`src/rtl/write_buffer.sv`:
```
// write_buffer: store queue between the EX/MEM stage and data memory.
//
// Stores are queued in a DEPTH-entry FIFO and drained to memory one at a time
// over a req/ack handshake. Loads that match a queued store are served from
// the youngest matching entry with no memory access; loads that miss stall the
// core while a read is fetched, and reads take priority over pending drains.
//
// Ports:
//   clock, resetN              clock and asynchronous active-low reset
//   memWrite, memRead          store / load request from EX/MEM (exclusive)
//   address, writeData         request word address and store data
//   readData                   load result (valid when stall=0 and memRead=1)
//   stall                      combinational core freeze
//   memReq, memWe              registered memory request and write enable
//   memAddress, memWriteData   registered transaction address / write data
//   memReadData, memAck        memory read data and single-cycle completion
//   empty, count               FIFO occupancy

module write_buffer #(
    parameter int unsigned DEPTH      = 4,
    parameter int unsigned ADDR_WIDTH = 32,
    parameter int unsigned DATA_WIDTH = 32
) (
    input  logic                       clock,
    input  logic                       resetN,
    input  logic                       memWrite,
    input  logic                       memRead,
    input  logic [ADDR_WIDTH-1:0]      address,
    input  logic [DATA_WIDTH-1:0]      writeData,
    output logic [DATA_WIDTH-1:0]      readData,
    output logic                       stall,
    output logic                       memReq,
    output logic                       memWe,
    output logic [ADDR_WIDTH-1:0]      memAddress,
    output logic [DATA_WIDTH-1:0]      memWriteData,
    input  logic [DATA_WIDTH-1:0]      memReadData,
    input  logic                       memAck,
    output logic                       empty,
    output logic [$clog2(DEPTH):0]     count
);

    localparam int unsigned PW = $clog2(DEPTH);
    localparam int unsigned CW = PW + 1;

    typedef enum logic [1:0] {
        StIdle,
        StWrite,
        StRead
    } state_e;

    state_e state_q, state_d;

    logic [ADDR_WIDTH-1:0] addr_mem [DEPTH];
    logic [DATA_WIDTH-1:0] data_mem [DEPTH];

    logic [PW-1:0]         head_q, tail_q;
    logic [CW-1:0]         count_q;
    logic                  load_done_q;
    logic [DATA_WIDTH-1:0] load_data_q;

    logic                  mem_req_q, mem_we_q;
    logic [ADDR_WIDTH-1:0] mem_addr_q;
    logic [DATA_WIDTH-1:0] mem_wdata_q;

    logic                  full;
    logic                  push;
    logic                  pop;
    logic                  hit;
    logic [DATA_WIDTH-1:0] hit_data;
    logic [PW-1:0]         scan_idx;
    logic                  miss_pending;
    logic                  start_write;
    logic                  start_read;
    logic                  read_done;

    assign full = (count_q == CW'(DEPTH));
    // A full store waits even if the head pops on this edge.
    assign push = memWrite && !full;
    assign pop  = (state_q == StWrite) && memAck;

    // Scan oldest to youngest so the last match (youngest store) wins. The
    // head entry stays visible in the cycle it is popped.
    always_comb begin
        hit      = 1'b0;
        hit_data = '0;
        scan_idx = '0;
        for (int unsigned i = 0; i < DEPTH; i++) begin
            scan_idx = head_q + PW'(i);
            if ((CW'(i) < count_q) && (addr_mem[scan_idx] == address)) begin
                hit      = 1'b1;
                hit_data = data_mem[scan_idx];
            end
        end
    end

    assign miss_pending = memRead && !hit && !load_done_q;
    assign stall        = (memWrite && full) || miss_pending;

    always_comb begin
        readData = '0;
        if (load_done_q) begin
            readData = load_data_q;
        end else if (memRead && hit) begin
            readData = hit_data;
        end
    end

    // Next-state logic; a pending load miss beats a pending drain.
    always_comb begin
        state_d     = state_q;
        start_write = 1'b0;
        start_read  = 1'b0;
        read_done   = 1'b0;
        unique case (state_q)
            StIdle: begin
                if (miss_pending) begin
                    state_d    = StRead;
                    start_read = 1'b1;
                end else if (count_q != '0) begin
                    state_d     = StWrite;
                    start_write = 1'b1;
                end
            end
            StWrite: begin
                if (memAck) begin
                    state_d = StIdle;
                end
            end
            StRead: begin
                if (memAck) begin
                    state_d   = StIdle;
                    read_done = 1'b1;
                end
            end
            default: state_d = StIdle;
        endcase
    end

    always_ff @(posedge clock or negedge resetN) begin
        if (!resetN) begin
            state_q <= StIdle;
        end else begin
            state_q <= state_d;
        end
    end

    // FIFO storage needs no reset: entries beyond count are never observed.
    always_ff @(posedge clock) begin
        if (push) begin
            addr_mem[tail_q] <= address;
            data_mem[tail_q] <= writeData;
        end
    end

    always_ff @(posedge clock or negedge resetN) begin
        if (!resetN) begin
            head_q  <= '0;
            tail_q  <= '0;
            count_q <= '0;
        end else begin
            if (push) begin
                tail_q <= tail_q + 1'b1;
            end
            if (pop) begin
                head_q <= head_q + 1'b1;
            end
            if (push && !pop) begin
                count_q <= count_q + 1'b1;
            end else if (pop && !push) begin
                count_q <= count_q - 1'b1;
            end
        end
    end

    // Load-miss return: data is presented for exactly one cycle.
    always_ff @(posedge clock or negedge resetN) begin
        if (!resetN) begin
            load_done_q <= 1'b0;
            load_data_q <= '0;
        end else begin
            load_done_q <= read_done;
            if (read_done) begin
                load_data_q <= memReadData;
            end
        end
    end

    // Request registers are loaded when leaving IDLE and held until memAck,
    // so address and data are stable for the whole transaction.
    always_ff @(posedge clock or negedge resetN) begin
        if (!resetN) begin
            mem_req_q   <= 1'b0;
            mem_we_q    <= 1'b0;
            mem_addr_q  <= '0;
            mem_wdata_q <= '0;
        end else begin
            if (start_write) begin
                mem_req_q   <= 1'b1;
                mem_we_q    <= 1'b1;
                mem_addr_q  <= addr_mem[head_q];
                mem_wdata_q <= data_mem[head_q];
            end else if (start_read) begin
                mem_req_q  <= 1'b1;
                mem_we_q   <= 1'b0;
                mem_addr_q <= address;
            end else if ((state_q != StIdle) && memAck) begin
                mem_req_q <= 1'b0;
                mem_we_q  <= 1'b0;
            end
        end
    end

    assign memReq       = mem_req_q;
    assign memWe        = mem_we_q;
    assign memAddress   = mem_addr_q;
    assign memWriteData = mem_wdata_q;
    assign count        = count_q;
    assign empty        = (count_q == '0);

endmodule
```
`config.mk`:
```
export PLATFORM = sky130hd
export DESIGN_NAME = write_buffer
export DESIGN_NICKNAME = d
export VERILOG_FILES = /design/src/rtl/write_buffer.sv
export SDC_FILE = /design/constraint.sdc
export NUM_CORES = 1
export LEC_CHECK = 0
export CORE_MARGIN = 10
export CORE_UTILIZATION = 35
export CTS_CLUSTER_SIZE = 10
export DETAILED_ROUTE_END_ITERATION = 16
export GPL_TIMING_DRIVEN = 0
export PLACE_DENSITY_LB_ADDON = 0.1
export SLEW_MARGIN = 20
export SYNTH_ARGS = -nofsm -noshare
export SYNTH_HDL_FRONTEND = slang
export SYNTH_SLANG_ARGS = --single-unit
```
`constraint.sdc`:
```
create_clock -name clock -period 4.1 [get_ports clock]
set_clock_uncertainty 0.2 [all_clocks]
set_input_delay 0.82 -clock clock [delete_from_list [all_inputs] [get_ports clock]]
set_output_delay 0.82 -clock clock [all_outputs]
set_load 0.05 [all_outputs]
```
* After elaboration in Yosys (flattened, before gate mapping) *
Memory sizes are Yosys's and may differ from the RTL's.
Index checks and enable logic that the tools add are counted.

word-level totals
  register bits = 108
  word-level logic and storage cells = 91
  memories kept = 2
  memory bits (writable) = 256

memory list
  name      depth  bits a word  read ports  clocked after memory_dff  write ports  RTL line  source
  addr_mem  4      32           4           0                         1            53        logic [ADDR_WIDTH-1:0] addr_mem [DEPTH];
  data_mem  4      32           4           0                         1            54        logic [DATA_WIDTH-1:0] data_mem [DEPTH];

cells by class
  order comparisons = 4
  muxes and demuxes = 32
  reductions and logical operators = 28
  eq/ne operators = 9
  $add $sub $neg = 6

operators by type and width
  cell                                                   number
  2-to-1 mux 32 bit                                      8
  == test 32 bit                                         4
  2-to-1 mux 1 bit                                       18
  logical AND 1 bit                                      13
  < comparator 1 x 3 -> 1 bit, first input constant      2
  < comparator 2 x 3 -> 1 bit, first input constant      2
  2-to-1 mux 2 bit                                       3
  2-to-1 mux 3 bit                                       2
  nonzero test 2 bit                                     3
  nonzero test 3 bit                                     2
  zero test 1 bit                                        5
  adder 2 x 1 -> 2 bit, second input constant            2
  adder 2 bit, second input constant                     2
  one-hot mux 2 bit (2 select lines)                     1
  adder 3 x 1 -> 3 bit, second input constant            1
  == test 3 bit, second input constant                   1
  zero test 3 bit                                        1
  inequality test 3 bit, second input constant           1
  subtractor 3 x 1 -> 3 bit, second input constant       1
  == test 2 x 1 -> 1 bit, second input constant          1
  == test 2 bit, second input constant                   1
  zero test 2 bit                                        1
  inequality test 2 x 1 -> 1 bit, second input constant  1
  AND reduction 2 bit                                    1
  2 further kinds                                        2

* Depth between registers and ports, before layout *
Gate-level depths: netlist of run 1.
An unclocked memory read counts as a cell.

  word-level depth = 14
  gate-level depth with buffers = 16
  mapped depth without buffers = 10

* Worst setup path before layout of run 1 *
Ideal clock, no wire load.

  path kind = register -> output
  from = reg head_q[0]
  to = out readData[0]
  cell stages (with the launch flop) = 14
  path slack = -0.064 ns
  arrival = 3.144 ns
  required time = 3.080 ns
  cells stage by stage = dfrtp_1 > buf_4 > buf_6 > buf_4 > mux4_2 > xnor2_1 > nand4_1 > a2111oi_0 > o2111ai_1 > nor4b_2 > buf_2 > a22o_1 > a31o_2 > a21o_1

on the way
  cells in the longest elaborated chain, start to end = 10
  elaborated cells on any way between the ends = 24

RTL lines
  what                                                                RTL line  source
  start, declared                                                     56        logic [PW-1:0] head_q, tail_q;
  start signal, assigned                                              165       head_q <= head_q + 1'b1;
  adder 2 x 1 -> 2 bit / memory (4 x 32 bit) (equally long branches)  -
  memory (4 x 32 bit) / == test 32 bit (equally long branches)        -
  == test 32 bit / logical AND 1 bit (equally long branches)          89        if ((CW'(i) < count_q) && (addr_mem[scan_idx] == address)) begin
  logical AND 1 bit / 2-to-1 mux 1 bit (equally long branches)        89
  2-to-1 mux 1 bit (3 in a row)                                       89
  logical AND 1 bit                                                   103       end else if (memRead && hit) begin
  2-to-1 mux 32 bit *                                                 103
  2-to-1 mux 32 bit *                                                 101       if (load_done_q) begin
  end, declared                                                       30        output logic [DATA_WIDTH-1:0] readData,

Every way passes the cells marked *; elsewhere a longest branch is shown, timed or not.

* Worst setup path in the final report of run 1 *
  from = reg head_q[1]
  to = out readData[16]

The elaborated chain is that of the path after synthesis.

==> results of run 1 <==
-- sequential cells by signal, summed over array words and instances, names as in the netlist --
name and flops:
data_mem 128, memReq 1, head_q 2, addr_mem 128, count 3, load_done_q 1
load_data_q 32, memWriteData 32, state_q 2, memAddress 32, tail_q 2, memWe 1
-- power by group through the flow --
stage	Clock [uW]	Sequential [uW]	Combinational, uW
2_1_floorplan	0	6790	6470
3_3_place_gp	0	5900	11800
3_5_place_dp	0	5840	11900
4_1_cts	4040	5800	13000
5_1_grt	4190	5940	14600
6_report	3970	5840	14100
-- cells by family (layout without fill, tap and decap cells) --
kind of cell / after synthesis / in the layout / synth area share [%]
adder cells (fa/ha/maj): 12 / 12 / 0.709
XOR/XNOR: 117 / 117 / 4.84
AND/OR/NAND/NOR: 464 / 464 / 9.93
AO/OA/AOI/OAI: 288 / 288 / 9.54
multiplexers: 395 / 395 / 22.0
buffers and inverters: 177 / 548 / 3.96
flip-flops: 364 / 364 / 49.1
other: 0 / 1 / 0
-- worst max path at each step --
stage	start	to	slack, ns	depth (start not counted)
2_1_floorplan	head_q[0]	readData[16]	0.02	13
5_1_grt	head_q[1]	readData[16]	-1.34	14
4_1_cts	head_q[1]	readData[16]	-1.31	14
3_5_place_dp	address[4]	readData[16]	-2.82	12
3_3_place_gp	resetN	memAddress[0]	-3.31	1
6_report	head_q[1]	readData[16]	-1.28	18
-- cell type report --
cell class | count | area (sq um) | area share, %
Antenna cell | 1 | 2.50 | 0.00876
Clock buffer | 73 | 1350 | 4.71
Multi-Input combinational cell | 1276 | 11100 | 38.8
Timing Repair Buffer | 289 | 3310 | 11.6
Clock inverter | 12 | 104 | 0.363
Inverter | 17 | 65.1 | 0.228
Tap cell | 782 | 978 | 3.42
Sequential cell | 364 | 10400 | 36.4
Buffer | 157 | 1270 | 4.46
-- through the flow --
step	hold slack (ns)	total power, uW
floorplan	0.281	13300
CTS	0.296	22800
finish	0.292	23900
global placement	0.280	17700
detailed placement	0.284	17700
global route	0.312	24800
-- what timing repair did --
action	in CTS	in global routing
gates cloned	4	8
hold endpoints to repair	41	0
pin swaps	16	18
gates resized for setup	467	202
hold buffers	1	0
setup endpoints to repair	102	101
buffers inserted	34	33
-- critical path: cells and delay by family (launching register included) --
kind | cells | cell delay (ns)
buf+inv | 9 | 1.37
simple gates | 3 | 0.98
mux | 2 | 0.45
compound gates | 3 | 0.41
flops | 1 | 0.37
xor+xnor | 1 | 0.15
-- routing by layer --
metal / vias up / part of all wire, % / track usage, %
met2: 883 / 45 / 37.2
met1: 9005 / 44 / 33.4
met5: - / 0.030 / 0
li1: 7497 / - / -
met4: 4 / 3.4 / 7.55
met3: 166 / 8.2 / 4.61
-- cell usage in the layout (no fill, tap or decap), drive strengths merged, types with 3 or more instances in the layout --
master	netlist	layout
a2111oi	3	3
a211oi	5	5
a21o	31	31
a21oi	45	45
a222oi	4	4
a22o	33	33
a31o	31	31
a32oi	31	31
and2	6	6
buf	77	188
clkbuf	83	161
clkdlybuf4s50	0	168
clkinv	3	12
dfrtp	108	108
edfxtp	256	256
ha	12	12
inv	14	16
mux2	117	117
mux2i	234	234
mux4	44	44
nand2	210	210
nand2b	3	3
nand3	136	136
nand4	21	21
nor2	51	51
nor2b	5	5
nor3	9	9
nor4	12	12
o21ai	74	74
o221ai	3	3
o22ai	5	5
xnor2	76	76
xor2	41	41
==> run summary, run 1 <==
Logic gate share of total power - 58.9%
First-pass GRT wire length - 124000 um
Hold wc startpoint - memWriteData[3]
Setup crit end kind - output port
Sequential share of the synthesized area - 49.1%
Outcome - finished with violations
Clock transition at the registers of the reported paths - 0.05 ns
Fill count - 5520
Distinct cells, synth - 63
Worst-case clock buffer depth - 3
Least-Margin Pin Slew - 1.00 ns
Initial antenna violation count - 3
Post-synth top cells - 256 x edfxtp_1, 234 x mux2i_1, 209 x nand2_1
Final period util - 131%
Synth Instances - 1817
Die X-Extent - 266 um
Starting Density - 35.2%
DP Area - 24400 sq um
Die height - 266 um
Crit path max fanout - 6
Core Area - 60100 sq um
Final ANT Viol Nets - 0
Critical Path Start Type - flip-flop
Cell area after synthesis - 21200 sq um
Avg WL per Cell - 30.0 um
Sink Count - 364
Worst slack, placed - -2.82 ns
Pint - 13000 uW
Reg-to-Reg Start - head_q[1]
Sum Neg Setup Slack - -52.20 ns
Crit path kind - reg2out
Rows - 90
Syn. warnings - 0
Drt via density - 5.91
Worst hold path endpoint - memWriteData[3]
Final core occ - 47.5%
FF-to-FF setup slack - -0.23 ns
Fmax - 186 MHz
Worst-Skew Late Latency - 0.61 ns
Htree depth - 2
Final Max Tran Viols - 0
Crit Reg-Reg Endpoint - memWriteData[6]
Total Routing Usage GR - 24.0%
Top FF cell, synth - edfxtp_1
Leak - 0.0108 uW
Slew HR - 33.0%
Gpl congestion - 0.944
Via count - 17.6k
Ports - 204
Maximum capacitance violations - 0
Share of total power in the clock network - 16.6%
Min-delay worst type - reg2reg
Synth Register Bits - 364
Final setup viols - 101
PwrDens - 837 nW/um^2
Post-synth EDFFs - 256
Unrepaired setup endpoints after global routing - yes
PnR worst setup slack - -1.28 ns
Sequential Power Share - 24.5%
Inst Count DP - 2809
Layout cells sized above 1 - 27.7%
Switch share - 45.7%
Synth-to-Final Area Change - 34.9%
GR Overflow Total - 0
Critical path arrival - 4.36 ns
Final Hold Viols - 0
Psw - 10900 uW
Cts bufs inserted - 47
Finished Layout Cells - 2971
Crit-path cells - buf_6 > buf_12 > buf_16 > buf_16 > buf_4 > mux2i_1 > mux2_2 > xnor2_1 > nor4_2 > nand3_2 > buf_4 > nor4b_4 > buf_6 > buf_12 > a22o_1 > a31oi_1 > a21bo_2 > buf_8
Post-Syn Area per Cell - 11.7 sq um
CP max stage cell - nor4_2
Syn nets - 1930
DRC viols - 0
Yosys top cell area share - 36.3%
TritonCTS clock tree - yes
Post-layout minimum cycle time - 5.38 ns
DR iter-0 viols - 1794
DP HPWL - 61800 um
Crit path largest cell delay - 0.54 ns
Largest net degree at the start of global routing - 68
Synth top area cells - edfxtp_1 36%, dfrtp_1 13%, mux2i_1 11%, mux4_2 4.7%, mux2_2 4.6%
Most numerous cell in the Yosys netlist - edfxtp_1
1st-pass router iterations - 6
R2R cell count - 19
Final Net Count - 2265
Worst Path Required - 3.08 ns
Routed WL - 89200 um
Hold depth - 1
Number of global-route vias before repair - 17.4k
Violated checks - negative setup slack
Biggest area consumer among synthesized cells - edfxtp_1
Clk root buf - clkbuf_16
Die area - 70700 sq um
Max VDD drop - 0.000515 V
Ys async rst share - 29.7%
Design area - 28600 sq um
Port bufs - 203
Note: power is estimated with default switching activity, not from simulation.
==> inputs of run 2 (changes only) <==
CAP_MARGIN = 10   (was unset)
==> results of run 2 <==
The final DEF is identical to that of run 1; final timing and power are the same.
==> RTL change 1, RTL diff (config.mk and constraints of run 2) <==
Change the parameter `DATA_WIDTH` from 32 to 16.
--- a/src/rtl/write_buffer.sv
+++ b/src/rtl/write_buffer.sv
@@ -19,7 +19,7 @@
 module write_buffer #(
     parameter int unsigned DEPTH      = 4,
     parameter int unsigned ADDR_WIDTH = 32,
-    parameter int unsigned DATA_WIDTH = 32
+    parameter int unsigned DATA_WIDTH = 16
 ) (
     input  logic                       clock,
     input  logic                       resetN,
Interface: changed (resized memReadData, memWriteData, readData and writeData); port bits go from 204 to 140. No check against the original RTL was run, so the function may have changed too.
==> RTL change 1 against run 2 <==
  * The run still ends with setup timing left
  * Setup slack better by 0.18 ns
  * Combinational power decreased by 16%
  * Synthesized area down 22%
  * Wire length down 21%
  * Synthesized cell count is 24% lower
  * Design area down 21%
  * Sequential cell count down 96
  * Total power down 20%
==> RTL change 1: results (changes against run 2) <==
GRT
  • Global-route wire length before repair: 101000 um (-19%)
  • Total GRT Usage: 24.4% (+0.34 points)
  • Met1 GRT Util: 35.9% (+2.5 points)
  • Number of global-route vias before repair: 13600 (-22%)
  • M2 GR Usage: 35.5% (-1.7 points)
  • GR Util met3: 4.93% (+0.32 points)
  • Initial antenna violation count: 0 (-3)
  • Largest net degree at the start of global routing: 47 (-31%)

Route
  • Vias: 13700 (-22%)
  • Total Routed Length: 70200 um (-21%)
  • Uppermost routed layer: met4
  • Met3 WL: 5980 um (-18%)
  • TritonRoute pass-1 iters: 5 (-1)
  • WL met2: 30000 um (-25%)
  • Metal-1 WL: 32400 um (-17%)
  • Iter 0 DRT Violations: 1486 (-17%)

Layout
  • Finished Layout Cells: 2246 (-24%)
  • Share of cells above drive strength 1: 32.0% (+4.3 points)
  • N_diodes: 0 (-1)
  • Nets: 1696 (-25%)

Critical path
  • CP max FO: 10 (+4)
  • Flop-to-flop setup slack: -0.57 ns (-0.34 ns)
  • Worst setup endpoint: readData[0]
  • Crit path max-delay cell type: a222oi_1
  • CP top delay family: compound AO/OA/AOI/OAI gates
  • CP peak stage delay: 0.67 ns (+0.13 ns)
  • Worst R2R End: memAddress[13]$_DFFE_PN0P_
  • Register-to-Register Path Depth: 22 (+3)
  • CP arrival: 4.18 ns (-0.18 ns)

Placement
  • DP Area: 19000 um^2 (-22%)
  • Port Buffers: 139 (-32%)
  • Hpwl dp: 48400 um (-22%)
  • GPL Wtd Cong: 0.947 (+0.39%)
  • Total placed cells including tap cells: 2127 (-24%)
  • Pre-CTS setup slack: -2.61 ns (+0.219 ns)

Worst hold path
  • End of the worst hold path: memWriteData[5]$_DFFE_PN0N_
  • WHS Path Cells: 1 (unchanged)

STA
  • PnR worst setup slack: -1.10 ns (+0.177 ns)
  • Final setup violation count: 67 (-34%)
  • Worst-Margin Slew: 0.992 ns (-0.00865 ns)
  • WHS: 0.308 ns (+0.0165 ns)
  • TNS Setup: -41.05 ns (+11.15 ns)

Pwr
  • Switching pwr: 8.57 mW (-22%)
  • Lkg Pwr: 8.23 nW (-24%)

Yosys
  • Area contributors post-synth: edfxtp_1, dfrtp_1, mux2i_1
  • Sequential area share after synthesis: 46.2% (-2.9 points)
  • Mean post-synth cell area: 12.1 um^2 (+3.5%)
  • Syn Nets: 1457 (-25%)
  • Post-synth EDFFs: 192 (-25%)
  • Top cells by count, synth: edfxtp_1, mux2i_1, nand2_1
  • Yosys cell types: 73 (+16%)

Status
  • Status: finished, violations left
  • Failing checks: setup timing

Clocking
  • Skew-Pair Late Insertion Delay: 0.56 ns (-0.05 ns)
[RTL change 1: changes by cell type in the layout (fill, tap and decap cells not counted), moves of 39 or more]
cell / delta
edfxtp_1: -64
nand3_1: -124
nor3_1: +49
clkbuf_1: -39
nand2_1: -125
mux2i_1: -73
clkdlybuf4s50_1: -48
[RTL change 1: kinds of logic (layout without fill, tap and decap cells)]
family / count (synthesis) / after routing / synth area share [%]
compound gates: 282 / 282 / 11.9
xor+xnor: 109 / 109 / 5.75
fa+ha+maj: 12 / 12 / 0.905
buf+inv: 140 / 403 / 4.83
flops: 268 / 268 / 46.2
mux: 280 / 280 / 22.0
simple gates: 285 / 285 / 8.39
[RTL change 1: area by class of cell]
type | instances | area (um^2) | share of cell area, %
Clock buffer | 53 | 973 | 4.32
Clock inverter | 8 | 91.3 | 0.405
Multi-Input combinational cell | 968 | 9310 | 41.3
Timing Repair Buffer | 203 | 2420 | 10.7
Sequential cell | 268 | 7670 | 34.0
Buffer | 119 | 1230 | 5.48
Inverter | 20 | 80.1 | 0.355
Tap cell | 607 | 759 | 3.37
[RTL change 1: power by group through the flow]
| stage | logic [mW] | clock network, mW | registers, mW |
|---|---|---|---|
| 2_1_floorplan | 5.47 | 0 | 4.97 |
| 3_3_place_gp | 9.51 | 0 | 4.32 |
| 3_5_place_dp | 9.59 | 0 | 4.28 |
| 4_1_cts | 11.5 | 2.99 | 4.27 |
| 5_1_grt | 12.4 | 3.11 | 4.38 |
| 6_report | 11.9 | 2.95 | 4.30 |
[RTL change 1: what timing repair did]
item,in CTS,in global routing
hold buffers,1,0
setup buffers,41,6
resized for setup,441,95
pin swaps,45,17
endpoints found under the hold margin,30,0
cloned,9,2
setup endpoints to repair,71,67
==> RTL change 2, RTL diff (flow settings as in run 2) <==
Made on the original files. Re-encode `state_e` (3 states) as one-hot, 3 bits wide.
--- a/src/rtl/write_buffer.sv
+++ b/src/rtl/write_buffer.sv
@@ -42,10 +42,10 @@
     localparam int unsigned PW = $clog2(DEPTH);
     localparam int unsigned CW = PW + 1;
 
-    typedef enum logic [1:0] {
-        StIdle,
-        StWrite,
-        StRead
+    typedef enum logic [2:0] {
+        StIdle  = 3'b001,
+        StWrite = 3'b010,
+        StRead  = 3'b100
     } state_e;
 
     state_e state_q, state_d;
Behaviour: no difference found for any inputs over 4 cycles, from zero or initial values and one cycle with resetN low; so few cycles prove little.
==> RTL change 2 against run 2 <==
  * The run still ends with setup timing left
  * Setup slack better by 0.039 ns
  * Sequential cell count is 1 higher
  * Non-clock buffer count is 26 lower
  * Final cell count is 0.40% higher
  * Total power is 1.7% lower
  * Wire length is 4.4% higher
  * Core utilization is 0.47 points lower
  * Synthesized area is 3.1% higher
  * Design area is 1.6% higher
==> RTL change 2: results (changes against run 2) <==
Layout
  • Inverters: 64 (+47)
  • Share of cells above drive strength 1: 30.4% (+2.7 points)
  • Nets: 2217 (-2.1%)
  • Clkbuf count: 77 (+5.5%)
  • Seq cells: 365 (+0.27%)
  • Non-Clock Buffer Count: 420 (-5.8%)
  • # fillers: 5635 (+2.1%)
  • Sequential share of cell area: 35.9% (-0.48 points)
  • Multi-input gate area: 11400 um^2 (+2.4%)
  • ClkCell Share: 5.17% (+0.097 points)

Critical path
  • Worst R2R End: memWriteData[28]$_DFFE_PN0N_
  • Crit path max-delay cell type: dfrtp_2
  • Worst r2r src: head_q[0]$_DFFE_PN0P_
  • Flop-to-flop setup slack: -0.33 ns (-0.10 ns)
  • CP Buf/Inv Count: 8 (-1)
  • CP peak stage delay: 0.45 ns (-0.09 ns)

Worst hold path
  • Hold Startpoint: memReq$_DFFE_PN0P_

Status
  • Failing checks: setup timing
  • Status: finished, violations left

STA
  • Final setup violation count: 98 (-3.0%)
  • TNS Setup: -51.04 ns (+1.16 ns)
  • PnR worst setup slack: -1.24 ns (+0.0391 ns)
  • Slew Limit Headroom: 32.7% (-0.31 points)

Placement
  • DP Area: 25100 um^2 (+3.0%)
  • Hpwl dp: 64200 um (+3.9%)
  • Total placed cells including tap cells: 2834 (+0.89%)
  • Pre-CTS setup slack: -2.89 ns (-0.0655 ns)

Yosys
  • Top cells by count, synth: edfxtp_1, mux2i_1, mux2_2
  • Async set or reset register ratio after synthesis: 29.9% (+0.19 points)
  • Syn Nets: 1897 (-1.7%)

GRT
  • M2 GR Usage: 41.9% (+4.7 points)
  • Initial antenna violation count: 2 (-1)
  • Met1 GRT Util: 30.6% (-2.8 points)
  • Global-route wire length before repair: 133000 um (+6.8%)
  • GR Util met3: 5.05% (+0.44 points)

Route
  • Vias/cell: 5.90 (-0.11%)
  • Metal-1 WL: 36700 um (-5.6%)
  • Vias: 17600 (+0.30%)
  • WL met2: 45600 um (+14%)
  • WL/cell: 31.2 um (+4.0%)

Die
  • FP Rows: 91 (+1.1%)

Pwr
  • Clock group: 4.07 mW (+3%)
  • Maximum vdd drop: 0.000335 V (-35%)
-- RTL change 2: cell count changes after synthesis, sizes merged, moves of 45 or more --
cell / change
a211oi: +45
inv: +48
mux2i: -84
nand2: -106
nand3: -129
nor2: +70
-- RTL change 2: cells by family after synthesis --
kind of cell	count (synthesis)	synth area share [%]
xor gates and xnor gates	117	4.69
buffers and inverters	213	4.73
adders and majority gates	9	0.516
AOI/OAI and AO/OA	383	12.9
and+or+nand+nor	325	6.76
DFF	365	47.7
muxes	375	22.7
-- RTL change 2: worst max-delay path by stage --
stage | start | to | slack [ns]
after global routing | head_q[0]$_DFFE_PN0P_ | readData[6] | -1.31
after global placement | resetN | memWriteData[22]$_DFFE_PN0N_ | -3.29
after CTS | head_q[0]$_DFFE_PN0P_ | readData[8] | -1.32
after detailed placement | address[9] | readData[24] | -2.89
final | head_q[0]$_DFFE_PN0P_ | readData[0] | -1.24
after floorplan | address[15] | readData[0] | 0.01
